$ cat src/rtl/shift_deser16.sv
// rtl/shift_deser16.sv - serial-to-parallel receiver with one-word valid/ready holding register
module shift_deser16 #(
    parameter int WIDTH = 16,
    parameter int CNT_W = 5
) (
    input  logic             clk,
    input  logic             reset,
    input  logic             enable,
    input  logic             serial_in,
    input  logic             serial_valid,
    input  logic             frame_start,
    input  logic             lsb_first,
    output logic [WIDTH-1:0] data_out,
    output logic             data_valid,
    input  logic             data_ready,
    output logic             busy,
    output logic [CNT_W-1:0] bit_count,
    output logic             overrun
);

    typedef enum logic {
        IDLE  = 1'b0,
        SHIFT = 1'b1
    } state_t;

    // Count value held while the final bit of a word is being accepted.
    localparam logic [CNT_W-1:0] LAST_CNT = CNT_W'(WIDTH - 1);

    state_t           state_q, state_d;
    logic [WIDTH-1:0] sr_q, sr_d;
    logic [WIDTH-1:0] data_q, data_d;
    logic [CNT_W-1:0] cnt_q, cnt_d;
    logic             order_q, order_d;
    logic             valid_q, valid_d;
    logic             overrun_q, overrun_d;

    logic             bit_accept;
    logic             restart;
    logic             last_bit;
    logic             hold_free;
    logic             order_eff;
    logic [WIDTH-1:0] sr_base;
    logic [WIDTH-1:0] sr_shifted;

    assign bit_accept = enable & serial_valid;
    // A frame-start bit always begins a new frame, in IDLE or mid-frame.
    assign restart    = bit_accept & frame_start;
    assign last_bit   = (state_q == SHIFT) && (cnt_q == LAST_CNT);
    // The holding register can take a word if empty or being drained this edge.
    assign hold_free  = ~valid_q | data_ready;

    // Shift the incoming bit into either end; a restart begins from an empty register.
    always_comb begin
        sr_base   = restart ? '0 : sr_q;
        order_eff = restart ? lsb_first : order_q;
        if (order_eff) begin
            sr_shifted = {serial_in, sr_base[WIDTH-1:1]};
        end else begin
            sr_shifted = {sr_base[WIDTH-2:0], serial_in};
        end
    end

    // Frame FSM, bit counter, holding register and overrun flag next-state logic.
    always_comb begin
        state_d   = state_q;
        sr_d      = sr_q;
        cnt_d     = cnt_q;
        order_d   = order_q;
        data_d    = data_q;
        valid_d   = valid_q;
        overrun_d = overrun_q;

        // Consumer drain; a word completing this same edge may reload below.
        if (valid_q && data_ready) begin
            valid_d = 1'b0;
        end

        if (restart) begin
            state_d = SHIFT;
            order_d = lsb_first;
            sr_d    = sr_shifted;
            cnt_d   = CNT_W'(1);
        end else if (bit_accept && state_q == SHIFT) begin
            if (last_bit) begin
                state_d = IDLE;
                sr_d    = '0;
                cnt_d   = '0;
                if (hold_free) begin
                    data_d  = sr_shifted;
                    valid_d = 1'b1;
                end else begin
                    overrun_d = 1'b1;
                end
            end else begin
                sr_d  = sr_shifted;
                cnt_d = cnt_q + CNT_W'(1);
            end
        end
    end

    // State registers with asynchronous active-high reset.
    always_ff @(posedge clk or posedge reset) begin
        if (reset) begin
            state_q   <= IDLE;
            sr_q      <= '0;
            cnt_q     <= '0;
            order_q   <= 1'b0;
            data_q    <= '0;
            valid_q   <= 1'b0;
            overrun_q <= 1'b0;
        end else begin
            state_q   <= state_d;
            sr_q      <= sr_d;
            cnt_q     <= cnt_d;
            order_q   <= order_d;
            data_q    <= data_d;
            valid_q   <= valid_d;
            overrun_q <= overrun_d;
        end
    end

    assign data_out   = data_q;
    assign data_valid = valid_q;
    assign busy       = (state_q == SHIFT);
    assign bit_count  = cnt_q;
    assign overrun    = overrun_q;

endmodule

$ cat config.mk
export PLATFORM = sky130hd
export DESIGN_NAME = shift_deser16
export DESIGN_NICKNAME = d
export VERILOG_FILES = /design/src/rtl/shift_deser16.sv
export SDC_FILE = /design/constraint.sdc
export NUM_CORES = 1
export LEC_CHECK = 0
export ABC_AREA = 1
export BUFFER_PORTS_ARGS = -buffer_cell sky130_fd_sc_hd__buf_2
export CAP_MARGIN = 20
export CORE_ASPECT_RATIO = 0.7
export CORE_MARGIN = 1.5
export CORE_UTILIZATION = 25
export CTS_BUF_LIST = sky130_fd_sc_hd__clkbuf_8
export CTS_CLUSTER_SIZE = 28
export DETAILED_ROUTE_END_ITERATION = 6
export GPL_ROUTABILITY_DRIVEN = 0
export PLACE_DENSITY = 0.46
export SLEW_MARGIN = 20
export SYNTH_ARGS = -nofsm -noshare
export SYNTH_HDL_FRONTEND = slang
export SYNTH_SLANG_ARGS = --single-unit
$ cat constraint.sdc
create_clock -name clk -period 1.45 [get_ports clk]
set_input_delay 0.0725 -clock clk [delete_from_list [all_inputs] [get_ports clk]]
set_output_delay 0.0725 -clock clk [all_outputs]
set_load 0.005 [all_outputs]
**After elaboration in Yosys (flattened, before gate mapping)**

Index checks and enable logic that the tools add are counted.

- Eq/ne operators: 1
- Mux-type cells: 17
- Reductions and logical operators: 8
- Bitwise operators: 6
- Add/sub/neg operators: 1

Operators with widths:

| cell | count |
|---|---|
| 2-to-1 mux 16 bit | 5 |
| 2-to-1 mux 5 bit | 3 |
| 2-to-1 mux 1 bit | 9 |
| AND reduction 4 bit | 2 |
| adder 5 x 1 -> 5 bit, second input constant | 1 |
| equality test 5 x 4 -> 1 bit, second input constant | 1 |
| nonzero test 2 bit | 2 |
| logical AND 1 bit | 3 |
| NOT 1 bit | 3 |
| bitwise AND 1 bit | 2 |
| AND reduction 2 bit | 1 |
| bitwise OR 1 bit | 1 |

- Input bits: 8
- Word-level logic and storage cells: 40
- Bits in registers: 41

**Logic depth before layout (Yosys ltp)**

Gate-level depths: netlist (run 1).

- Depth in word-level cells: 7
- Mapped depth: 9
- Mapped depth without buffers: 8

**Worst setup path before layout (run 1)**

OpenSTA, ideal clock, no wires.

- Kind: reg-to-reg
- Start: register cnt_q[0], in the netlist bit_count[0]
- End: register data_q[11], in the netlist data_out[11]
- Stages on the path, launching flop included: 8
- Path slack: 0.063 ns
- Path buffers: 1
- Setup time: 0.117 ns
- Period minus slack after synthesis: 1.387 ns
- Data arrival time: 1.271 ns
- Data required time: 1.333 ns
- Path through: dfrtp_1 -> ha_1 -> nand2_2 -> nor3_1 -> nand4_2 -> buf_2 -> nand2_1 -> nand2_1

- Longest elaborated chain between the ends: 3

Ends and longest elaborated chain:

| item | RTL line | source |
|---|---|---|
| from (decl) | 32 | `logic [CNT_W-1:0] cnt_q, cnt_d;` |
| from (signal assigned) | 114 | `cnt_q <= cnt_d;` |
| equality test 5 x 4 -> 1 bit | 48 | `assign last_bit = (state_q == SHIFT) && (cnt_q == LAST_CNT);` |
| logical AND 1 bit | 48 |  |
| AND reduction 4 bit (no line) | - |  |
| to (signal assigned) | 116 | `data_q <= data_d;` |
| to (decl) | 31 | `logic [WIDTH-1:0] data_q, data_d;` |

Every way passes these cells.
A chain may end at the register's enable or synchronous reset.

**Worst setup path in the final report (run 1)**

- Start: register cnt_q[0], in the netlist bit_count[0]
- End: register sr_q[13]

- Longest elaborated chain between the ends: 5

Ends and longest elaborated chain:

| item | RTL line | source |
|---|---|---|
| equality test 5 x 4 -> 1 bit | 48 |  |
| logical AND 1 bit | 48 |  |
| 2-to-1 mux 16 bit | 84 | `if (last_bit) begin` |
| 2-to-1 mux 16 bit | 83 | `end else if (bit_accept && state_q == SHIFT) begin` |
| 2-to-1 mux 16 bit | 78 | `if (restart) begin` |
| to (signal assigned) | 113 | `sr_q <= sr_d;` |
| to (decl) | 30 | `logic [WIDTH-1:0] sr_q, sr_d;` |

Every way passes these cells. The select of a mux whose other input is x is not followed.

==> impl_metrics.csv, run 1 <==
group,metric,value,unit
run_status,status,"finished, final reports clean",
power,power,2.44,mW
cells_and_area,finalNonFillerCells,402,
logic_synthesis,ys_ff_latch,41,
clock_network,htreeDepth,2,
logic_synthesis,synth_cells,257,
detailed_routing,postRouteAntennaNets,0,
setup_path,cp_data_arrival_time,1.66,ns
global_routing,antenna_found_initial,0,
timing,hold_slack,0.155,ns
setup_path,ff2ff_path_depth,9,
logic_synthesis,avgSynthCellArea,7.66,um2
global_routing,track_usage,12.9,%
placed_design,hpwlAfterDp,3.49,mm
detailed_routing,viasPerCell,4.34,
timing,rsz0062_at_grt,"true",
hold_path,min_to,"data_valid",
detailed_routing,dr.pass1.iters,4,
cells_and_area,drive_gt1_share,26.3,%
logic_synthesis,ys_types,24,
timing,fin_crit_sh,98.2,%
detailed_routing,dr.first_iter.drc_count,146,
clock_network,cts_tree,"built",
floorplan,start_util,26.4,%
placed_design,place_area,2340,um2
floorplan,dieArea,8430,um2
hold_path,hp-start,"data_ready",
cells_and_area,fin_area,2530,um2
detailed_routing,post-route-drc-count,0,
detailed_routing,num_vias,1744,
global_routing,grt_max_degree,42,
logic_synthesis,synth_fp_nets,266,
hold_path,min_path_cells,4,
floorplan,core,7450,um2
setup_path,critPathMaxFanout,5,
clock_network,clockBufferDepth,2,
setup_path,startpoint_type,"flop",
cells_and_area,utilization,34.0,%
flow_run,drv_cap,0,
logic_synthesis,synth-seq-area-share,52.1,%
logic_synthesis,yosysWarnings,0,
clock_network,cts_made_buffers,5,
clock_network,cts-root-buf,"clkbuf_8",
floorplan,die_h,77.3,um
timing,worst-slew-pin-transition,0.340,ns
power,ir_drop,0.377,mV
power,p_leak,1.48,nW
timing,setup_tns,0,ns
hold_path,hold_class,"primary input to flop",
cells_and_area,final_cell_mix,"nand2_1 (127), dfrtp_1 (41), buf_2 (31), nand3_1 (23), inv_1 (14)",
cells_and_area,diodes,0,
timing,fin_skew,0.00779,ns
detailed_routing,wl_per_cell,12.7,um
global_routing,grt_pass1_wl,8.40,mm
floorplan,fp-row-count,26,
placed_design,numPortBuffers,31,
logic_synthesis,synth_area,1970,um2
cells_and_area,layout_commonest_cell,"nand2_1",
placed_design,dp_slack,0.0485,ns
timing,drv_slew,0,
floorplan,die_w,109,um
setup_path,reg2reg_slack,0.03,ns
placed_design,place_inst,390,
timing,hold_viol_final,0,
timing,setup_slack,0.0255,ns
cells_and_area,syn_to_final_growth,28.7,%
timing,slew_headroom,77.1,%
timing,min_period,1.42,ns
clock_network,worstSkewPairLatency,0.29,ns
power,powerDensity,961,nW/um2
setup_path,worstSetupPathType,"flop to flop",
cells_and_area,fill_cells,826,
global_routing,globalRouteOverflowTotal,0,
timing,setup_violations,0,
setup_path,regToRegEndpoint,"sr_q[13]",
timing,max_freq,702,MHz
global_routing,grt_pass1_vias,1639,
detailed_routing,routed_wl,5.09,mm
clock_network,cts.reportedPaths.clkPinSlew,0.09,ns
floorplan,io_pins,32,
setup_path,reg2reg_from,"bit_count[0]",
setup_path,end_kind,"flop",
setup_path,cp.required,1.69,ns
clock_network,cts.sinks,41,
cells_and_area,fin_nets,312,
## critical path: stages, from the launching register on
cell       delay (ns)
dfrtp_1          0.39
ha_2             0.20
nand2_4          0.09
nor2_4           0.04
nand2_2          0.10
nand2_4          0.07
nor2_4           0.19
clkbuf_16        0.19
nand2_1          0.05
nand2_1          0.05
## state kept, by name (all words and copies together) (netlist names)
register / flops
data_valid: 1
sr_q: 16
bit_count: 5
order_q: 1
data_out: 16
busy: 1
overrun: 1
## Yosys cell counts
cell      number  area (um2)
ha_1           1        12.5
nor3_1         1        5.00
o21ai_0        6        30.0
nand4_1        3        18.8
or2_2          1        6.26
buf_4          2        15.0
buf_6          1        11.3
buf_1          2        7.51
buf_2          4        20.0
nor2_2         1        6.26
nor2_1         5        18.8
clkinv_2       1        5.00
nand4_2        1        12.5
a21oi_1        1        5.00
dfrtp_1       41        1030
nor2_4         2        22.5
nand3_2        2        20.0
nand3_1       23         115
a211oi_1       1        7.51
nand2_2        3        18.8
o21bai_1       1        7.51
nand2_1      139         522
inv_2          1        3.75
inv_1         14        52.6
## logic make-up (layout without fill, tap and decap cells)
logic type	count (synthesis)	count (layout)	synth area share (%)
AND/OR/NAND/NOR	181	181	38.9
flip-flops	41	41	52.1
buffers and inverters	25	72	5.84
AO/OA/AOI/OAI	9	9	2.54
adder cells (fa/ha/maj)	1	1	0.635
## worst max path at each step
stage                            start            to  slack [ns]  cells past startpoint
after global placement    bit_count[0]      sr_q[11]        0.06                      9
final                     bit_count[0]      sr_q[13]        0.03                      9
after floorplan           bit_count[0]  data_out[11]        0.06                      7
after detailed placement  bit_count[0]      sr_q[11]        0.05                      9
after global routing      bit_count[0]      sr_q[13]       -0.05                      9
after CTS                 bit_count[0]      sr_q[11]        0.03                      9
## cell type report
cell class,count,area [um2],area share [%]
clock inverters,3,17.5,0.691
flip-flops and latches,41,1030,40.5
clock buffers,5,68.8,2.72
repair buffers,48,357,14.1
inverters,16,61.3,2.42
well taps,98,123,4.84
multi-input cells,191,881,34.8
## power by group
part           internal (mW)  switching (mW)
combinational          0.178           0.258
sequential              1.20          0.0414
clock                  0.333           0.425
total                   1.71           0.725
## metal layers
metal / wire length (um) / global-route usage, %
met5: 0 / 0
met4: 42 / 3.55
met3: 247 / 3.06
met2: 2090 / 17.8
met1: 2710 / 19.6
## timing repair
item,CTS,global route
gates resized for setup,0,18
hold endpoints to repair,41,0
hold buffers,1,0
buffers inserted,0,2
setup endpoints to repair,0,28
Power figures use the tool's default switching activity.
==> run 2, diff against run 1 <==
- CELL_PAD_IN_SITES_DETAIL_PLACEMENT: default -> 1
- CELL_PAD_IN_SITES_GLOBAL_PLACEMENT: default -> 2
- PLACE_DENSITY: 0.46 -> 0.68
- clock period: 1.45 -> 1.35 ns (I/O delays scaled with it)
==> run 2 against run 1 <==
Count of clock-buffer cells in the layout unchanged. First-iteration DRC count down 34%. Largest cell class unchanged. The flow now finishes with violations (negative setup slack). Hold slack worse by 0.052 ns. Critical path type unchanged. Global-route usage up 2.1 points. Largest power group unchanged.
==> impl_metrics.csv, run 2 (synthesis gave the netlist of run 1 again) <==
group,metric,value,unit
cells_and_area,drive_gt1_share,33.3,%
floorplan,die_w,109,um
setup_path,ff2ff_path_depth,8,
timing,slew_headroom,62.4,%
setup_path,cp_data_arrival_time,1.63,ns
global_routing,grt_pass1_wl,9.54,mm
cells_and_area,diodes,0,
detailed_routing,dr.pass1.iters,4,
global_routing,track_usage,15.0,%
clock_network,cts_tree,"built",
cells_and_area,utilization,36.7,%
setup_path,cp.required,1.55,ns
hold_path,hold_class,"primary input to flop",
floorplan,fp-row-count,26,
detailed_routing,num_vias,1795,
power,power.switching,0.868,mW
setup_path,startpoint_type,"flop",
placed_design,hpwlAfterDp,4.16,mm
clock_network,cts-root-buf,"clkbuf_8",
power,p_leak,1.64,nW
timing,fin_crit_sh,106,%
floorplan,start_util,26.4,%
detailed_routing,viasPerCell,4.44,
power,power_frac_comb,19.6,%
hold_path,min_path_cells,4,
clock_network,worstSkewPairLatency,0.30,ns
flow_run,drv_cap,0,
power,p_int,2.08,mW
timing,hold_slack,0.102,ns
timing,min_period,1.43,ns
floorplan,dieArea,8430,um2
floorplan,core,7450,um2
run_status,violations,"negative setup slack",
placed_design,numPortBuffers,31,
power,power,2.95,mW
setup_path,worstSetupPathType,"flop to flop",
power,swShare,29.4,%
placed_design,place_area,2370,um2
global_routing,globalRouteOverflowTotal,0,
clock_network,htreeDepth,2,
clock_network,cts_made_buffers,5,
global_routing,grt_pass1_vias,1770,
floorplan,die_h,77.3,um
timing,drv_slew,0,
timing,worst-slew-pin-transition,0.558,ns
cells_and_area,syn_to_final_growth,38.9,%
clock_network,cts.sinks,41,
floorplan,io_pins,32,
power,p_seq_share,45.6,%
cells_and_area,fin_area,2740,um2
cells_and_area,finalNonFillerCells,404,
timing,setup_slack,-0.0809,ns
setup_path,critPathMaxFanout,16,
setup_path,end_kind,"flop",
timing,rsz0062_at_grt,"true",
cells_and_area,fin_nets,314,
timing,max_freq,699,MHz
run_status,status,"complete, but fails checks",
placed_design,place_inst,390,
clock_network,clockBufferDepth,2,
timing,setup_violations,31,
detailed_routing,routed_wl,5.94,mm
cells_and_area,layout_commonest_cell,"nand2_1",
cells_and_area,fill_cells,910,
cells_and_area,final_cell_mix,"nand2_1 (111), dfrtp_1 (41), buf_2 (31), nand3_1 (23), nand2_2 (19)",
detailed_routing,dr.first_iter.drc_count,96,
global_routing,antenna_found_initial,0,
timing,hold_viol_final,0,
power,ir_drop,0.601,mV
power,p_clk_share,34.8,%
power,powerDensity,1080,nW/um2
timing,fin_skew,0.0114,ns
global_routing,grt_max_degree,42,
detailed_routing,post-route-drc-count,0,
detailed_routing,postRouteAntennaNets,0,
clock_network,cts.reportedPaths.clkPinSlew,0.09,ns
detailed_routing,wl_per_cell,14.7,um
run 2: cell count changes in the layout (fill, tap and decap cells not counted), sizes merged:
| cell | change |
|---|---|
| buf | +2 |
| clkinv | -1 |
| bufinv | +1 |
run 2: area by class of cell:
type                    instances  area (um2)  area share (%)
flip-flops and latches         41        1030            37.5
inverters                      16        61.3            2.24
multi-input cells             191        1010            36.8
clock buffers                   5        68.8            2.52
well taps                      98         123            4.48
repair buffers                 50         404            14.8
clock inverters                 3        46.3            1.69
run 2: critical path: stages (launching register included):
cell	delay [ns]
dfrtp_1	0.41
ha_4	0.17
nand2_4	0.06
buf_4	0.15
nor3_4	0.13
nand4_2	0.13
buf_12	0.18
nand2_1	0.07
nand2_1	0.05
run 2: power groups by stage:
stage / Combinational (mW) / Sequential [mW] / Clock (mW)
2_1_floorplan: 0.225 / 1.37 / 0
3_3_place_gp: 0.481 / 1.36 / 0
4_1_cts: 0.531 / 1.34 / 1.07
5_1_grt: 0.636 / 1.36 / 1.11
3_5_place_dp: 0.483 / 1.36 / 0
6_report: 0.577 / 1.35 / 1.03
run 2: stage by stage:
step	setup WS (ns)	TNS [ns]
after detailed placement	-0.0701	-0.579
final	-0.0809	-1.67
after CTS	-0.0886	-2.17
after floorplan	-0.000724	-0.000724
after global placement	-0.00270	-0.00270
after global routing	-0.158	-4.45
run 2: metal layers:
layer	GRT usage, %	vias up	part of all wire [%]
met5	0	-	0
met4	3.95	0	0.81
met3	2.55	4	2.7
met2	19.3	26	39
met1	24.7	868	57
li1	-	897	-
run 2: final timing paths:
check                                to  slack (ns)    startpoint
max                         data_out[8]       -0.08  bit_count[1]
min                          data_valid        0.10    data_ready
max reg2reg                 data_out[8]       -0.08  bit_count[1]
min reg2reg                     overrun        0.48       overrun
max in group asynchronous       sr_q[6]        0.75         reset
min in group asynchronous  data_out[13]        0.39         reset
run 2: what timing repair did:
| item | in CTS | in global routing |
|---|---|---|
| resized for setup | 18 | 38 |
| hold endpoints to repair | 41 | 0 |
| pin swaps | 9 | 15 |
| hold buffers | 1 | 0 |
| gates cloned | 1 | 0 |
| setup endpoints to repair | 29 | 37 |
| buffers inserted | 4 | 0 |
